File: config.mk
export PLATFORM = sky130hd
export DESIGN_NAME = exception_ctrl
export DESIGN_NICKNAME = d
export VERILOG_FILES = /design/src/rtl/exception_ctrl.sv
export SDC_FILE = /design/constraint.sdc
export NUM_CORES = 1
export LEC_CHECK = 0
export CAP_MARGIN = 20
export CORE_MARGIN = 3
export CORE_UTILIZATION = 41
export CTS_BUF_LIST = sky130_fd_sc_hd__clkbuf_8
export CTS_CLUSTER_SIZE = 24
export DETAILED_ROUTE_END_ITERATION = 7
export GPL_TIMING_DRIVEN = 0
export PLACE_DENSITY = 0.9
export REMOVE_ABC_BUFFERS = 1
export SYNTH_ARGS = -nofsm -noshare
export SYNTH_HDL_FRONTEND = slang
export SYNTH_SLANG_ARGS = --single-unit
File: constraint.sdc
create_clock -name clk -period 5.1 [get_ports clk]
set_input_delay 0.51 -clock clk [delete_from_list [all_inputs] [get_ports clk]]
set_output_delay 0.51 -clock clk [all_outputs]
set_load 0.005 [all_outputs]
File: src/rtl/exception_ctrl.sv
// Commit-stage exception arbiter. It merges the per-slot exception vectors and pending
// interrupts into one prioritised event, then sequences a pipeline flush and a PC redirect.
//
// state    | meaning
// IDLE     | accepting commit slots, exception_* outputs live
// FLUSH    | flush_o high, down-counter runs to terminal count 1
// REDIRECT | new_pc offered to fetch until new_pc_ready_i
module exception_ctrl #(
  parameter int          FLUSH_CYCLES = 2,
  parameter logic [31:0] EXC_OFFSET   = 32'h180,
  parameter logic [4:0]  ERET_CODE    = 5'h0E
) (
  input  logic        clk,
  input  logic        resetn,
  input  logic        valid1_i,
  input  logic        valid2_i,
  input  logic [8:0]  excp1_i,
  input  logic [8:0]  excp2_i,
  input  logic [31:0] status_i,
  input  logic [31:0] cause_i,
  input  logic [31:0] epc_i,
  input  logic [31:0] ebase_i,
  input  logic        new_pc_ready_i,
  output logic        exception_flag_o,
  output logic [4:0]  exception_type_o,
  output logic        exception_first_inst_o,
  output logic        flush_o,
  output logic [31:0] new_pc_o,
  output logic        new_pc_valid_o,
  output logic        busy_o
);

  localparam int CW = $clog2(FLUSH_CYCLES + 1);

  typedef enum logic [1:0] {IDLE, FLUSH, REDIRECT} state_t;

  state_t      state, state_nxt;
  logic [CW-1:0] cnt, cnt_nxt;
  logic [31:0] target, target_nxt;

  logic        int_pend;
  logic        hit1, hit2, eret1, eret2;
  logic [4:0]  code1, code2;
  logic        ev1, ev2, take, take_eret;
  logic [4:0]  take_code;

  logic unused_cp0_bits;
  assign unused_cp0_bits = ^{status_i[31:16], status_i[7:2], cause_i[31:16], cause_i[7:0]};

  // Returns {eret_only, hit, code}; ERET only counts when no other bit in the slot is set.
  function automatic logic [6:0] decode(input logic [8:0] e);
    logic [4:0] c;
    logic       h;
    c = 5'd0;
    h = 1'b1;
    if      (e[0]) c = 5'd4;
    else if (e[1]) c = 5'd10;
    else if (e[2]) c = 5'd12;
    else if (e[3]) c = 5'd13;
    else if (e[4]) c = 5'd8;
    else if (e[5]) c = 5'd9;
    else if (e[6]) c = 5'd4;
    else if (e[7]) c = 5'd5;
    else if (e[8]) c = ERET_CODE;
    else           h = 1'b0;
    return {e[8] & ~|e[7:0], h, c};
  endfunction

  assign int_pend = status_i[0] & ~status_i[1] & |(status_i[15:8] & cause_i[15:8]);

  always_comb begin
    {eret1, hit1, code1} = decode(excp1_i);
    {eret2, hit2, code2} = decode(excp2_i);
    // An interrupt overrides whatever the slot it attaches to carries.
    ev1 = valid1_i & (int_pend | hit1);
    ev2 = valid2_i & (int_pend | hit2);
    take      = (ev1 | ev2) & ~resetn;
    take_code = int_pend ? 5'd0 : (ev1 ? code1 : code2);
    take_eret = ~int_pend & (ev1 ? eret1 : eret2);
  end

  always_comb begin
    state_nxt              = state;
    cnt_nxt                = cnt;
    target_nxt             = target;
    exception_flag_o       = 1'b0;
    exception_type_o       = 5'd0;
    exception_first_inst_o = 1'b0;
    flush_o                = 1'b0;
    new_pc_o               = 32'd0;
    new_pc_valid_o         = 1'b0;
    busy_o                 = 1'b1;
    case (state)
      IDLE: begin
        busy_o = 1'b0;
        if (take) begin
          exception_flag_o       = 1'b1;
          exception_type_o       = take_code;
          exception_first_inst_o = ev1;
          state_nxt              = FLUSH;
          cnt_nxt                = CW'(FLUSH_CYCLES);
          target_nxt             = take_eret ? epc_i : ebase_i + EXC_OFFSET;
        end
      end
      FLUSH: begin
        flush_o = 1'b1;
        cnt_nxt = cnt - CW'(1);
        if (cnt == CW'(1)) state_nxt = REDIRECT;
      end
      REDIRECT: begin
        new_pc_valid_o = 1'b1;
        new_pc_o       = target;
        if (new_pc_ready_i) state_nxt = IDLE;
      end
      default: state_nxt = IDLE;
    endcase
  end

  always_ff @(posedge clk) begin
    if (resetn) begin
      state  <= IDLE;
      cnt    <= '0;
      target <= 32'd0;
    end else begin
      state  <= state_nxt;
      cnt    <= cnt_nxt;
      target <= target_nxt;
    end
  end

endmodule

Word level (Yosys, flattened, before mapping):

Index checks and enable logic that the tools add are counted.

* muxes and demuxes: 56
* reductions and logical operators: 10
* equal/unequal tests: 6
* shifts and indexed selects: 0
* magnitude comparators: 0
* multiply operators: 0
* add/sub/neg operators: 2
* bitwise operators: 15
* divide/modulo/power cells: 0

Operator list (count)
* $mux 4: 18
* $mux 32: 2
* $add 32x9->32 const B: 1
* $mux 1: 26
* $reduce_or 8->1: 3
* $mux 5: 4
* $and 1x1->1: 8
* $and 8x8->8: 1
* $mux 2: 4
* $ne 2x2->1 const B: 3
* $pmux 2 s3: 1
* $eq 2x1->1 const B: 2
* $pmux 2 s2: 1
* $reduce_and 2->1: 2
* $not 1->1: 3
* $or 1x1->1: 3
* $reduce_and 3->1: 1
* $eq 2x2->1 const B: 1
* $logic_not 1->1: 2
* $logic_not 2->1: 1
* $reduce_bool 2->1: 1
* $sub 2x1->2 const B: 1

* input port bits: 151
* memories kept: 0
* bits in writable memories: 0
* memory bits (read-only): 0
* latch bits: 0
* bits in registers: 36

Logic depth before layout (Yosys ltp):

* depth after elaboration: 15
* mapped depth: 8

Worst setup path after synthesis:

No wires, ideal clock.

* kind: input-to-output
* start point: input excp1_i[5]
* end point: output exception_type_o[2]
* arrival time: 1.964 ns
* path slack: 2.626 ns
* data required time: 4.590 ns
* stages: 5
* cells stage by stage: or4_4 o41ai_4 o21a_1 nor3_1 a211oi_1

* cells in the longest elaborated chain, start to end: 12

RTL lines
* start: declaration: RTL line 17 `input logic [8:0] excp1_i,`
* $mux 1: RTL line 61 `else if (e[5]) c = 5'd9;`
* $mux 1: RTL line 60 `else if (e[4]) c = 5'd8;`
* $mux 1: RTL line 59 `else if (e[3]) c = 5'd13;`
* $mux 1: RTL line 58 `else if (e[2]) c = 5'd12;`
* $mux 1: RTL line 57 `else if (e[1]) c = 5'd10;`
* $mux 1: RTL line 56 `if (e[0]) c = 5'd4;`
* $or 1x1->1: RTL line 75 `ev1 = valid1_i & (int_pend | hit1);`
* $and 1x1->1: RTL line 75
* $mux 5 or $or 1x1->1 (tied branches): RTL line 78, 77
* $mux 5 or $and 1x1->1 (tied branches): RTL line 78, 77
* $mux 5 *: RTL line 96 `if (take) begin`
* $mux 5 *: RTL line 93 `case (state)`
* end: declaration: RTL line 25 `output logic [4:0] exception_type_o,`

Every way passes the cells marked *; elsewhere a longest branch is shown, timed or not.

Worst setup path after layout:

Ends and elaborated chain as after synthesis.

==> results.json <==
{
  "status": "finished, final reports clean",
  "antennaDiodeCount": 0,
  "path_class": "in2out",
  "synth_commonest_cells": "dfxtp_1 (36), and2_1 (33), nor2_1 (25), o211ai_1 (24), inv_1 (23)",
  "cts_max_level": 2,
  "vdd_drop_max_mv": 0.159,
  "startpoint_type": "input port",
  "seqCellArea_sq_um": 721,
  "slew_headroom_pct": 47.7,
  "num-fill-cells": 585,
  "crit_family": "buffers and inverters",
  "grt_max_degree": 28,
  "start_util_pct": 42.9,
  "dpl_cell_area_sq_mm": 0.00439,
  "yosysTopAreaCell": "dfxtp_1",
  "yosysWarnings": 0,
  "busiest_layer": "met2",
  "clock_sinks": 36,
  "path_clk_slew_ns": 0.07,
  "grt_antenna_before_repair": 0,
  "design_area_sq_mm": 0.00449,
  "cts_tree": "yes",
  "cts_setup_buffers": 0,
  "root_buffer": "clkbuf_8",
  "synth_most_common_cell": "dfxtp_1",
  "fin_nets": 639,
  "synthArstFlopShare_pct": 0,
  "track_usage_pct": 21.7,
  "ys_types": 57,
  "synth.area.mux_share_pct": 7.47,
  "finalCritPeriodShare_pct": 70.6,
  "cp-end-kind": "output port",
  "synth-simple-area-share_pct": 26.2,
  "hold_buffers": 0,
  "critPathMaxFanout": 8,
  "tightest_slew_ns": 0.782,
  "drt_pre_antenna_iters": 4,
  "cpMostUsedCell": "clkdlybuf4s50_1",
  "grtUsageMet1_pct": 23.5,
  "setup_violations": 0,
  "synth-compound-area-share_pct": 28.8,
  "ys_ff_latch": 36,
  "numCtsBuffers": 5,
  "clk-insertion-delay-late_ns": 0.29,
  "multi_input_area_sq_mm": 0.00199,
  "coreArea_sq_mm": 0.00687,
  "use_met3_pct": 5.83,
  "drv_slew": 0,
  "cts_buffer_depth": 2,
  "min_period_ns": 3.60,
  "synth_top_area_share_pct": 24.4,
  "dr_total_vias": 3195,
  "ctsResizeCount": 0,
  "numPortBuffers": 145,
  "grt_first_pass_wirelength_mm": 14.9,
  "avgSynthCellArea_sq_um": 8.24,
  "yosysSeqAreaShare_pct": 24.4,
  "max_freq_mhz": 278,
  "gp_congestion": 0.841,
  "power.leakage_nw": 1.69,
  "chipHeight_um": 90.8,
  "synth_enable_flop_cells": 0,
  "drive_gt1_share_pct": 7.60,
  "rows": 30,
  "die_area_sq_mm": 0.00825,
  "avgViaCountPerCell": 5.48,
  "routedWlPerCell_um": 15.7,
  "use_met2_pct": 40.3,
  "p_per_area_mw_per_mm2": 176,
  "rsz0062_at_grt": "no",
  "grt_overflow": 0,
  "synth_top_family_by_area": "compound AO/OA/AOI/OAI gates",
  "grt_pass1_vias": 3229,
  "drv_cap": 0,
  "die_w_um": 90.8,
  "dpl.hpwl_mm": 7.08,
  "drc": 0,
  "synth_xor_area_share_pct": 3.86,
  "wirelength_mm": 9.15,
  "finalSetupTns_ns": 0,
  "crit_arrival_ns": 3.09,
  "synth.area.top_cells": "dfxtp_1 (24%), mux2i_1 (7.5%), and2_1 (7.0%)",
  "crit_required_ns": 4.59,
  "drt_iter0_markers": 115,
  "syn_inst": 358,
  "skew_ns": 0.00827,
  "ys.flop_type": "dfxtp_1",
  "ant_nets": 0,
  "io_pins": 193,
  "areaGrowthSynthToFinish_pct": 52.3,
  "synthAdderAreaFrac_pct": 0.849,
  "cp_num_buf_inv": 2,
  "finalPower_mw": 0.790,
  "critical-path-max-stage-delay_ns": 0.60,
  "worstPathCellList": "clkdlybuf4s50_1 -> or4_4 -> o41ai_4 -> o21a_1 -> nor3_1 -> a211oi_1 -> clkdlybuf4s50_1",
  "hold_viol_final": 0,
  "cpMaxStageDelayCell": "or4_4",
  "hold_path.class": "reg2reg",
  "syn_area_sq_mm": 0.00295
}
==> cell families after synthesis <==
group                    Yosys count
AND/OR/NAND/NOR                  131
flip-flops                        36
adder cells (fa/ha/maj)            2
other                              1
XOR/XNOR                          13
AO/OA/AOI/OAI                    103
multiplexers                      22
buffers and inverters             50
==> layer usage <==
metal	vias to the layer above	part of all wire, %
met5	-	0
met2	120	52
met1	1471	39
met3	20	7.3
met4	0	2.4
li1	1584	-
==> final cells by class <==
type | count | share of cell area, %
Multi-Input combinational cell | 272 | 44.2
Timing Repair Buffer | 147 | 33.0
Sequential cell | 36 | 16.0
Tap cell | 96 | 2.67
Inverter | 24 | 2.06
Clock buffer | 6 | 1.84
Clock inverter | 2 | 0.167
==> path summary, 6_finish.rpt <==
check | slack [ns] | cells after the start | to | startpoint
setup / recovery | 1.50 | 7 | exception_type_o[2] | excp1_i[5]
hold / removal | 0.46 | 2 | target[6] | target[6]
setup reg to reg | 3.14 | 5 | target[7] | state[0]
hold reg to reg | 0.46 | 2 | target[6] | target[6]
==> power by group <==
group / switching (mW) / internal, mW / total (mW) / leakage, nW
registers: 0.0141 / 0.312 / 0.326 / 0.299
logic: 0.117 / 0.139 / 0.255 / 1.34
clock network: 0.102 / 0.106 / 0.209 / 0.0538
total: 0.233 / 0.557 / 0.790 / 1.69
==> registers in the layout, summed over array words and instances (netlist names) <==
| name | count |
|---|---|
| cnt | 2 |
| state | 2 |
| target | 32 |
==> per-stage QoR <==
| step | utilization (%) | hold WS (ns) | std cells | setup WS [ns] |
|---|---|---|---|---|
| floorplan | - | 0.429 | 332 | 2.48 |
| global placement | 63.6 | 0.443 | 573 | 1.55 |
| detailed placement | 63.9 | 0.449 | 574 | 1.50 |
| CTS | 65.2 | 0.460 | 582 | 1.50 |
| global route | 65.4 | 0.478 | 583 | 1.37 |
| finish | 65.4 | 0.458 | 583 | 1.50 |
==> cell usage in the layout, fill, tap and decap left out, types with 6 or more instances in the layout <==
master	n
o211ai_1	24
a221oi_2	9
clkdlybuf4s50_1	145
o31a_1	8
nand2_1	9
nor2_1	25
mux2i_1	22
clkbuf_8	6
o21ai_0	15
xor2_1	9
and2_1	33
nor3_1	7
nand3_1	8
nand4b_1	7
a21oi_1	10
o21ai_1	6
o31ai_1	7
nor4_1	12
dfxtp_1	36
inv_1	25
==> worst reg2reg max path: stages, from the launching register on <==
cell      delay, ns
dfxtp_1        0.33
or2_2          0.51
nor2_1         0.35
nand2_4        0.28
inv_4          0.25
a221oi_2       0.09
(Power assumes the default switching activity.)
